**src/rtl/tinyalu_responder.sv**
```systemverilog
// tinyalu_responder: TinyALU start/done responder with add/and/xor (1 cycle) and mul (MUL_LATENCY cycles).
// Optional illegal-op reporting (err port) is enabled by defining TINYALU_ILLEGAL_OP_EN.
module tinyalu_responder #(
  parameter int DATA_W      = 8,
  parameter int MUL_LATENCY = 3
) (
  input  logic                clk,
  input  logic                reset,
  input  logic [DATA_W-1:0]   A,
  input  logic [DATA_W-1:0]   B,
  input  logic [2:0]          op,
  input  logic                start,
  output logic                done,
  output logic [2*DATA_W-1:0] result
`ifdef TINYALU_ILLEGAL_OP_EN
  ,
  output logic                err
`endif
);
  localparam int W2 = 2 * DATA_W;
  typedef enum logic [1:0] {IDLE, BUSY, DONE, WAIT_REL} state_t;
  state_t            state_q, state_d;
  logic [DATA_W-1:0] a_q, a_d, b_q, b_d;
  logic [2:0]        op_q, op_d;
  logic [3:0]        cnt_q, cnt_d;
  logic              done_q, done_d;
  logic              armed_q, armed_d;
  logic [W2-1:0]     result_q, result_d;
  logic [W2-1:0]     ax, bx, alu;
  logic              legal;
`ifdef TINYALU_ILLEGAL_OP_EN
  logic              err_q, err_d;
  logic              illegal;
  assign illegal = start && armed_q && (op == 3'd5 || op == 3'd6);
  assign err     = err_q;
`endif
  assign ax     = W2'(a_q);
  assign bx     = W2'(b_q);
  assign alu    = op_q == 3'd1 ? ax + bx : op_q == 3'd2 ? ax & bx : op_q == 3'd3 ? ax ^ bx : ax * bx;
  // armed drops only when start is held through reset, so a held start never fires an op
  assign legal  = start && armed_q && op >= 3'd1 && op <= 3'd4;
  assign done   = done_q;
  assign result = result_q;
  always_comb begin
    state_d  = state_q;
    a_d      = a_q;
    b_d      = b_q;
    op_d     = op_q;
    cnt_d    = cnt_q;
    done_d   = 1'b0;
    result_d = result_q;
    armed_d  = armed_q | ~start;
`ifdef TINYALU_ILLEGAL_OP_EN
    err_d    = 1'b0;
`endif
    case (state_q)
      IDLE: begin
        if (legal) begin
          a_d     = A;
          b_d     = B;
          op_d    = op;
          cnt_d   = op == 3'd4 ? 4'(MUL_LATENCY) : 4'd1;
          state_d = BUSY;
        end
`ifdef TINYALU_ILLEGAL_OP_EN
        else if (illegal) begin
          done_d  = 1'b1;
          err_d   = 1'b1;
          state_d = DONE;
        end
`endif
      end
      BUSY: begin
        if (!start) state_d = IDLE;
        else begin
          cnt_d = cnt_q - 4'd1;
          if (cnt_q == 4'd1) begin
            result_d = alu;
            done_d   = 1'b1;
            state_d  = DONE;
          end
        end
      end
      DONE:     state_d = start ? WAIT_REL : IDLE;
      WAIT_REL: state_d = start ? WAIT_REL : IDLE;
      default:  state_d = IDLE;
    endcase
  end
  always_ff @(posedge clk) begin
    if (reset) begin
      state_q  <= IDLE;
      a_q      <= '0;
      b_q      <= '0;
      op_q     <= '0;
      cnt_q    <= '0;
      done_q   <= 1'b0;
      result_q <= '0;
      armed_q  <= ~start;
`ifdef TINYALU_ILLEGAL_OP_EN
      err_q    <= 1'b0;
`endif
    end else begin
      state_q  <= state_d;
      a_q      <= a_d;
      b_q      <= b_d;
      op_q     <= op_d;
      cnt_q    <= cnt_d;
      done_q   <= done_d;
      result_q <= result_d;
      armed_q  <= armed_d;
`ifdef TINYALU_ILLEGAL_OP_EN
      err_q    <= err_d;
`endif
    end
  end
endmodule

```
**config.mk**
```make
export PLATFORM = sky130hd
export DESIGN_NAME = tinyalu_responder
export DESIGN_NICKNAME = d
export VERILOG_FILES = /design/src/rtl/tinyalu_responder.sv
export SDC_FILE = /design/constraint.sdc
export NUM_CORES = 1
export LEC_CHECK = 0
export CAP_MARGIN = 20
export CORE_MARGIN = 4
export CORE_UTILIZATION = 45
export CTS_CLUSTER_SIZE = 30
export DETAILED_ROUTE_END_ITERATION = 10
export GPL_ROUTABILITY_DRIVEN = 0
export PLACE_DENSITY = 0.67
export SYNTH_ARGS = -nofsm -noshare
export SYNTH_HDL_FRONTEND = slang
export SYNTH_SLANG_ARGS = --single-unit
```
**constraint.sdc**
```tcl
create_clock -name clk -period 9.6 [get_ports clk]
set_input_delay 1.44 -clock clk [delete_from_list [all_inputs] [get_ports clk]]
set_output_delay 1.44 -clock clk [all_outputs]
set_load 0.005 [all_outputs]
```
; Word-level counts from Yosys, hierarchy flattened
; Cells that the tools add are included.
[word_totals]
regBits = 43
inputBits = 22
output_inout_bits = 17
wordCells = 54
[op_classes]
addsub = 2
mul = 1
order_cmp = 2
n_eq_ne = 11
muxes = 14
n_bitwise = 5
reduce_logical = 11
[ops]
columns = cell, count
row1 = 16-bit two-way mux, 3
row2 = 8-bit by 8-bit multiplier with 16-bit output, 1
row3 = 2-bit two-way mux, 5
row4 = 8-bit by 8-bit adder with 9-bit output, 1
row5 = 8-bit AND, 1
row6 = 4-bit two-way mux, 2
row7 = 4-bit case mux with 2 select lines, 1
row8 = 8-bit XOR, 1
row9 = 3-bit by 2-bit == test with 1-bit output (second input constant), 2
row10 = 2-bit case mux with 3 select lines, 1
row11 = 3-bit AND reduction, 2
row12 = 2-bit == test (second input constant), 2
row13 = 4-bit by 1-bit == test with 1-bit output (second input constant), 1
row14 = 2-bit != test (second input constant), 2
row15 = 2-bit AND reduction, 2
row16 = 4-bit by 1-bit subtractor with 4-bit output (second input constant), 1
row17 = 3-bit by 1-bit == test with 1-bit output (second input constant), 1
row18 = 3-bit == test (second input constant), 1
row19 = 3-bit by 1-bit >= comparator with 1-bit output (second input constant), 1
row20 = 3-bit <= comparator (second input constant), 1
row21 = 1-bit logical AND, 3
row22 = 3-bit != test (second input constant), 1
row23 = 3-bit OR reduction, 1
row24 = 2-bit by 1-bit == test with 1-bit output (second input constant), 1
row25 = other kinds (6), 8

; Depth between registers and ports, before layout
[depth]
ltp_word = 5
mapped_depth = 17
ltp_nobuf = 16

; Worst setup path before layout
; Ideal clock, no wire load.
[synth_path]
path_kind = flip-flop to flip-flop
start = reg b_q[7]
end = reg result_q[8] (netlist: result[8])
setup_time_ns = 0.116
t_arrival_ns = 3.930
t_required_ns = 9.484
slack_ns = 5.554
stages_incl_launch_ff = 15
n_path_buf = 0
synth_period_minus_slack_ns = 4.046
cell_sequence = dfxtp_1 > nand2_1 > fa_1 > fa_1 > inv_1 > fa_1 > inv_1 > fa_1 > inv_1 > ha_1 > and4_4 > a211oi_4 > xor2_1 > o21ai_0 > a31o_2
[synth_between]
elab_chain_cells = 4
word_cells_on_any_way = 5
classes_between = add/sub: 1 / mul: 1 / mux: 3
[synth_lines]
columns = element, line_no
row1 = start: declaration, 23  ; logic [DATA_W-1:0] a_q, a_d, b_q, b_d;
row2 = start signal: assignment, 93  ; b_q <= '0;
row3 = start signal: assignment, 105  ; b_q <= b_d;
row4 = 8-bit by 8-bit multiplier with 16-bit output, 39  ; assign alu = op_q == 3'd1 ? ax + bx : op_q == 3'd2 ? ax & bx : op_q == 3'd3 ? ax ^ bx : ax * bx;
row5 = 16-bit two-way mux (2 in a row), 39
row6 = 16-bit two-way mux *, 39
row7 = end signal: assignment, 109  ; result_q <= result_d;
row8 = end: declaration, 28  ; logic [W2-1:0] result_q, result_d;
; Every way passes the cells marked *; elsewhere a longest branch is shown, timed or not.
; A chain may end at the register's enable or synchronous reset.

; Worst setup path after layout
[layout_path]
start = reg b_q[5]
end = reg result_q[8] (netlist: result[8])
; Same word-level chain as after synthesis.

==> run metrics <==
run status finished clean; FF+latch count, synth between 40 and 50; H-Tree Depth 2; Num CTS Buffers 5; Slew Limit Fails 0; CP dominant cell by count fa_1; worst skew pair latency approximately 0.31 ns; I/O pins 39; minimum clock period around 4.4 ns; CP Class reg2reg; Routed Antenna Nets 0; CP top delay family adder cells; total core area slightly above 9000 um2; Routed WL per cell around 15 um; Req. time, crit path between 9 and 10 ns; grt ovf 0; Syn Nets 588; # Post-CTS Setup Buffers 0; pre-CTS WS slightly above 5 ns; initial antenna violation count 0; largest stage delay on the critical path slightly below 0.6 ns; pwr dens between 70 and 80 nW/um2; top-count cell post-synth inv_1; Avg Inst Size Synth between 8 and 9 um2; Mapped Area between 4000 and 5000 um2; diode count 0; HP Class reg2reg; Post-synth ARST share 0; Slowest-stage cell, CP dfxtp_1; CTS tree built; Hold Vio Cnt, Final 0; post-synth top area cell dfxtp_1; drt via density between 5 and 6; vias in the first global route ~3600; library cells used by synthesis 54; WHS Path Cells 2; CP Data Arrival Time roughly 4.6 ns; crit start category flop; crit path max fanout 9; worst-margin pin slew about 0.53 ns; Initial Util 0.4630; Vias about 3400; Post-synth EDFFs 0; Final setup viols 0; TritonRoute pass-1 iters 4; top post-synthesis cells by area dfxtp_1 (20%), fa_1 (17%), ha_1 (13%); Final TNS setup 0 ns; share of the synthesized area in the top cell type 0.2012; DRT iter0 DRCs roughly 210; reg2reg path depth 14; clock tree buffer depth 2; clk sinks 43; cell count after synthesis roughly 480; die area between 10000 and 15000 um2; Worst Setup End Kind flop; fraction of layout cells with a size suffix above 1 0.04046; hold_buf cts 0; Layout area overhead 13.40%; Buf+Inv Stages, Crit Path 3; Seq/Total Area, Yosys 0.2012; most instantiated cells after synthesis inv_1 (61), ha_1 (46), and2_1 (45); Die H 105.5 um; achievable frequency between 200 and 250 MHz; worst path cell trace nand2_1, fa_1, fa_1, inv_1, fa_1, inv_1, fa_1, inv_1, ha_1, and4_4, a211oi_4, xor2_1, o21ai_0, a31o_2; hpwl dp ~7.8 mm; drc violations 0; IO Port Bufs 38; Total Power 0.3880 mW; Worst path depth 14; Rows 35; post-CTS sizing 0; GRT Total Usage 0.1890; final period utilization 0.4608; maximum vdd drop around 0.000052 V; Post-Route WL between 9 and 10 mm; Worst-path clk slew 0.09 ns; most used flip-flop cell after synthesis dfxtp_1; PnR worst setup slack around 5.2 ns; Synthesis Warnings 0; RSZ-0062 raised after global routing no; global-route wire length before repair approximately 17 mm; Rel. slew slack 0.6446; Root Driver clkbuf_8; largest net degree at the start of global routing 37; Pleak approximately 2.2 nW; Final nets between 600 and 700; # Max-Cap Violations 0; worst-case clock skew 0.003849 ns; die width 105.5 um; Final Util 0.5250
[final timing paths]
path                                             start                endpoint  slack (ns)
worst min register to register  result[5]$_SDFFE_PP0P_  result[5]$_SDFFE_PP0P_        0.46
worst min-delay path            result[5]$_SDFFE_PP0P_  result[5]$_SDFFE_PP0P_        0.46
worst max register to register     b_q[5]$_SDFFE_PP0P_  result[8]$_SDFFE_PP0P_        5.18
worst max-delay path               b_q[5]$_SDFFE_PP0P_  result[8]$_SDFFE_PP0P_        5.18
[area by class of cell]
type	count	area, um2
Sequential cell	43	860.8
Timing Repair Buffer	40	395.4
Clock inverter	2	12.51
Inverter	61	229.0
Multi-Input combinational cell	367	3119
Fill cell	865	4389
Clock buffer	6	72.57
Tap cell	129	161.4
[stage by stage]
stage	instances	instance area, um2	hold slack [ns]
floorplan	483	4278	0.4388
global placement	640	4766	0.4357
detailed placement	640	4766	0.4369
CTS	648	4851	0.4604
global route	648	4851	0.4945
finish	648	4851	0.4611
[cell usage in the layout, fill, tap and decap left out, types with 2 or more instances in the layout]
cell type / netlist / final
and2_1: 45 / 45
nor3_1: 13 / 13
o22ai_1: 3 / 3
mux2i_1: 20 / 20
nand3_1: 6 / 6
a31oi_1: 3 / 3
nor2b_1: 3 / 3
a21oi_1: 18 / 18
o211ai_1: 4 / 4
ha_1: 46 / 46
o221ai_1: 3 / 3
buf_4: 3 / 2
nor2_1: 42 / 42
o21ai_0: 23 / 23
o2111ai_1: 2 / 2
a311oi_1: 2 / 2
a211oi_1: 5 / 5
xnor2_1: 8 / 8
fa_1: 37 / 37
clkdlybuf4s50_1: 0 / 38
xor2_1: 9 / 9
a21o_1: 4 / 4
nand2b_1: 2 / 2
clkbuf_8: 0 / 5
o21a_1: 4 / 4
o21bai_1: 3 / 3
inv_1: 61 / 61
dfxtp_1: 43 / 43
nand2_1: 35 / 35
a22oi_1: 4 / 4
[power breakdown]
part	total (mW)	internal, mW	switching [mW]	leakage, nW
logic	0.0656	0.0307	0.0349	1.80
clock network	0.124	0.0511	0.0731	0.0412
registers	0.198	0.184	0.0138	0.349
total	0.388	0.266	0.122	2.19
[registers in the layout, summed over array words and instances (netlist names)]
signal,count
a_q,8
armed_q,1
b_q,8
cnt_q,4
done,1
op_q,3
result,16
state_q,2
[cells by family after synthesis]
logic type / after synthesis / synth area share
AO/OA/AOI/OAI: 89 / 0.1407
XOR/XNOR: 17 / 0.03481
adder cells (fa/ha/maj): 83 / 0.3077
buffers and inverters: 73 / 0.06961
flip-flops: 43 / 0.2012
multiplexers: 20 / 0.04680
AND/OR/NAND/NOR: 158 / 0.1992
[worst reg2reg max path, cell delays in order (launching register included)]
cell	delay [ns]
dfxtp_1	0.58
nand2_1	0.14
fa_1	0.48
fa_1	0.55
inv_1	0.06
fa_1	0.53
inv_1	0.06
fa_1	0.53
inv_1	0.05
ha_1	0.36
and4_4	0.21
a211oi_4	0.28
xor2_1	0.18
o21ai_0	0.09
a31o_2	0.22
[per-layer routing]
metal,global-route usage,up-vias,part of all wire
met3,0.02388,13,0.048
met1,0.2591,1650,0.46
li1,-,1686,-
met4,0.05088,0,0.016
met5,0,-,0
met2,0.3147,78,0.48
Power figures use the tool's default switching activity.
==> variant 1: new RTL, same settings <==
Change the parameter `DATA_W` from 8 to 10.
--- a/src/rtl/tinyalu_responder.sv
+++ b/src/rtl/tinyalu_responder.sv
@@ -2,5 +2,5 @@
 // Optional illegal-op reporting (err port) is enabled by defining TINYALU_ILLEGAL_OP_EN.
 module tinyalu_responder #(
-  parameter int DATA_W      = 8,
+  parameter int DATA_W      = 10,
   parameter int MUL_LATENCY = 3
 ) (
Ports: changed (resized A, B and result); port bits go from 39 to 47. The function was not compared with the original's and may differ.
==> variant 1 against the unedited design <==
- global-route usage is 1.2 points higher
- power up 32%
- sequential cell count up 8
- via count increased by 40%
- die area increased by 34%
- design area up 37%
- worst setup slack worse by 0.90 ns
- area after synthesis rose by 37%
- non-clock buffer count is 9 higher
- count of clock-buffer cells in the layout decreased by 1
- wire length grew 41%
- worst hold slack worse by 0.018 ns
- maximum frequency shrank 17%
- critical path type unchanged
- largest cell class unchanged
- highest routed layer unchanged
==> variant 1: results (changes against the unedited design) <==
WL met1 6530 microns (was 4580 microns); Worst Hold Launch result[13]$_SDFFE_PP0P_ (was result[5]$_SDFFE_PP0P_); worst-margin pin slew 0.561 ns (was 0.532 ns); number of flip-flops in the largest register 20 (was 16); leakage power 3.15 nW (was 2.19 nW); first-pass GRT wire length 23900 microns (was 17300 microns); worst reg2reg endpoint result[9]$_SDFFE_PP0P_ (was result[8]$_SDFFE_PP0P_); GRT Total Usage 20.1% (was 18.9%); Worst R2R Start a_q[7]$_SDFFE_PP0P_ (was b_q[5]$_SDFFE_PP0P_); DPL Wire Length 11500 microns (was 7760 microns); clk_skew 0.00849 ns (was 0.00385 ns); largest net degree at the start of global routing 45 (was 37); synth top area cells fa_1, dfxtp_1, ha_1, and2_1, inv_1 (was dfxtp_1, fa_1, ha_1, and2_1, inv_1); Synth top cells by count inv_1, ha_1, fa_1 (was inv_1, ha_1, and2_1); status finished clean (unchanged); Clock Tree Root clkbuf_16 (was clkbuf_8); WL met3 1050 microns (was 477 microns); Hold Path End result[13]$_SDFFE_PP0P_ (was result[5]$_SDFFE_PP0P_); Arrival @ worst endpoint 5.53 ns (was 4.63 ns); Max VDD drop 0.0000652 V (was 0.0000523 V); I/O Buffers 46 (was 38); CP peak stage delay 0.62 ns (was 0.58 ns); R2R Setup Slk 4.28 ns (was 5.18 ns); sequential-to-total area share from yosys stat 17.4% (was 20.1%); Via Count 4783 (was 3427); r2r worst-path depth 18 (was 14); post-synth cell types 58 (was 54); compound-cell area share of the yosys netlist 13.3% (was 14.1%); Routed met2 length 6420 microns (was 4780 microns); Pre-antenna DRT Iters 5 (was 4); Post-Synth Adder-Cell Area 35.7% (was 30.8%)
[variant 1: changes by cell type after synthesis, moves of 6 or more]
cell and change:
nand2_1 +25, nor2_1 +13, mux2i_1 +6, and2_1 +13
inv_1 +14, dfxtp_1 +8, ha_1 +21, a211oi_1 +8
clkbuf_1 +16, a21oi_1 +6, fa_1 +26
[variant 1: how the worst max path moves through the flow]
| stage | to | slack, ns | depth (start not counted) |
|---|---|---|---|
| floorplan | result[17]$_SDFFE_PP0P_ | 4.55 | 19 |
| global route | result[9]$_SDFFE_PP0P_ | 3.89 | 18 |
| CTS | result[9]$_SDFFE_PP0P_ | 4.27 | 18 |
| finish | result[9]$_SDFFE_PP0P_ | 4.28 | 18 |
| detailed placement | result[9]$_SDFFE_PP0P_ | 4.29 | 18 |
| global placement | result[9]$_SDFFE_PP0P_ | 4.32 | 18 |
[variant 1: worst max-delay path, delay by kind of cell (launching register included)]
kind,cells,cell delay (ns)
DFF,1,0.62
AOI/OAI and AO/OA,4,1.14
and+or+nand+nor,2,0.21
buffers and inverters,5,0.25
adders and majority gates,6,2.85
xor gates and xnor gates,1,0.16
[variant 1: final cells by class]
cell class / instances / share of cell area (%)
well taps: 172 / 3.25
clock inverters: 3 / 0.434
repair buffers: 49 / 7.29
flip-flops and latches: 51 / 15.4
inverters: 76 / 4.30
clock buffers: 5 / 1.89
multi-input cells: 519 / 67.4
[variant 1: logic make-up after synthesis]
kind of cell | count (synthesis)
buf+inv | 102
mux | 28
simple gates | 222
compound gates | 119
flops | 51
xor+xnor | 20
fa+ha+maj | 130
[variant 1: per-stage QoR]
stage	util [%]	cell area, sq um	instances	hold slack, ns	setup slack (ns)
6_report	52.1	6630	875	0.443	4.28
5_1_grt	52.1	6630	875	0.475	3.89
4_1_cts	52.1	6630	875	0.447	4.27
3_5_place_dp	50.9	6470	867	0.438	4.29
3_3_place_gp	50.9	6470	867	0.437	4.32
2_1_floorplan	-	5880	672	0.442	4.55
[variant 1: layer usage]
layer | up-vias | GRT usage, %
met5 | - | 0
met1 | 2305 | 28.2
met2 | 141 | 31.5
met3 | 13 | 5.07
met4 | 0 | 4.34
li1 | 2324 | -
[variant 1: power breakdown]
part / total (W) / internal [W] / switching (W)
sequential: 0.000237 / 0.000219 / 0.0000184
combinational: 0.0000868 / 0.0000406 / 0.0000462
clock: 0.000189 / 0.0000996 / 0.0000898
total: 0.000513 / 0.000359 / 0.000154
==> variant 2: new RTL, same settings <==
Made on the original files. Encoding of `state_t`: now Gray code (2 bits for 4 states).
--- a/src/rtl/tinyalu_responder.sv
+++ b/src/rtl/tinyalu_responder.sv
@@ -19,5 +19,5 @@
 );
   localparam int W2 = 2 * DATA_W;
-  typedef enum logic [1:0] {IDLE, BUSY, DONE, WAIT_REL} state_t;
+  typedef enum logic [1:0] {IDLE = 2'b00, BUSY = 2'b01, DONE = 2'b11, WAIT_REL = 2'b10} state_t;
   state_t            state_q, state_d;
   logic [DATA_W-1:0] a_q, a_d, b_q, b_d;
Behaviour: same outputs for any inputs over 4 cycles, from zero or initial values and one cycle with reset high; so few cycles prove little.
==> variant 2 against the unedited design <==
- worst setup slack lost 0.38 ns
- worst hold slack gained 0.0045 ns
- area after synthesis grew 0.73%
- sequential cell count is the same
- design area grew 1.5%
- first-iteration DRC count grew 13%
- combinational power is essentially flat
- wire length grew 6.3%
- power grew 5.5%
- critical path type unchanged
==> variant 2: results (changes against the unedited design) <==
status finished clean (unchanged); DRT Wirelength 10600 microns (was 10000 microns); GRT met2 Usage 32.0% (was 31.5%); dpl cells 659 (was 640); Multi-input comb cells 387 (was 367); met1 Use GR 29.8% (was 25.9%); Worst Hold Launch result[1]$_SDFFE_PP0P_ (was result[5]$_SDFFE_PP0P_); met3 GRT Util 2.51% (was 2.39%); Data buffer area share 8.03% (was 8.15%); clk_skew 0.00907 ns (was 0.00385 ns); CP peak stage delay 0.55 ns (was 0.58 ns); syn_area_per_cell 8.58 sq um (was 8.86 sq um); Layout area overhead 14.2% (was 13.4%); Seq/total area 17.5% (was 17.7%); crit path from a_q[4]$_SDFFE_PP0P_ (was b_q[5]$_SDFFE_PP0P_); GRT Total Usage 20.3% (was 18.9%); multi-input logic area 3170 sq um (was 3120 sq um); syn nets 607 (was 588); Hold Path End result[1]$_SDFFE_PP0P_ (was result[5]$_SDFFE_PP0P_); WL met1 5140 microns (was 4580 microns); DPL Wire Length 8360 microns (was 7760 microns); worst reg2reg endpoint result[13]$_SDFFE_PP0P_ (was result[8]$_SDFFE_PP0P_); Nets 642 (was 623); synth top area cells dfxtp_1, fa_1, ha_1, and2_1, inv_1 (unchanged); Placed Area 4810 sq um (was 4770 sq um); Synth top area share 20.0% (was 20.1%); first-pass GRT wire length 18500 microns (was 17300 microns); leakage power 2.44 nW (was 2.19 nW); Via Count 3654 (was 3427); post-synth cell types 57 (was 54); Core ar. 9280 sq um (was 9240 sq um); worst hold margin 0.466 ns (was 0.461 ns); layout cells sized above 1 3.35% (was 4.05%); WL met3 501 microns (was 477 microns); r2r worst-path depth 13 (was 14); Arrival @ worst endpoint 5.01 ns (was 4.63 ns); Max VDD drop 0.0000653 V (was 0.0000523 V); sequential-to-total area share from yosys stat 20.0% (was 20.1%); crit share post-route 50.0% (was 46.1%); Routed met2 length 4820 microns (was 4780 microns)
## variant 2: changes by cell type in the layout (fill, tap and decap cells not counted), moves of 5 or more
cell / delta
a211oi_1: +7
a21oi_1: +5
xor2_1: -6
nor2_1: +11
nand4_1: +5
## variant 2: cells by family after synthesis
logic type	count (synthesis)	share of synthesized area, %
compound gates	92	14.5
buf+inv	72	6.53
flops	43	20.0
fa+ha+maj	83	30.5
xor+xnor	7	1.42
mux	23	5.40
simple gates	182	21.6
## variant 2: critical path, delay by kind of cell, from the launching register on
family          cells  cell delay, ns
fa+ha+maj           6            2.69
compound gates      3            0.75
simple gates        2            0.68
flops               1            0.50
buf+inv             2            0.10
## variant 2: where the power goes
| group | switching, W | leakage, nW | internal [W] |
|---|---|---|---|
| clock network | 0.0000690 | 0.0581 | 0.0000776 |
| logic | 0.0000340 | 2.03 | 0.0000316 |
| registers | 0.0000124 | 0.349 | 0.000185 |
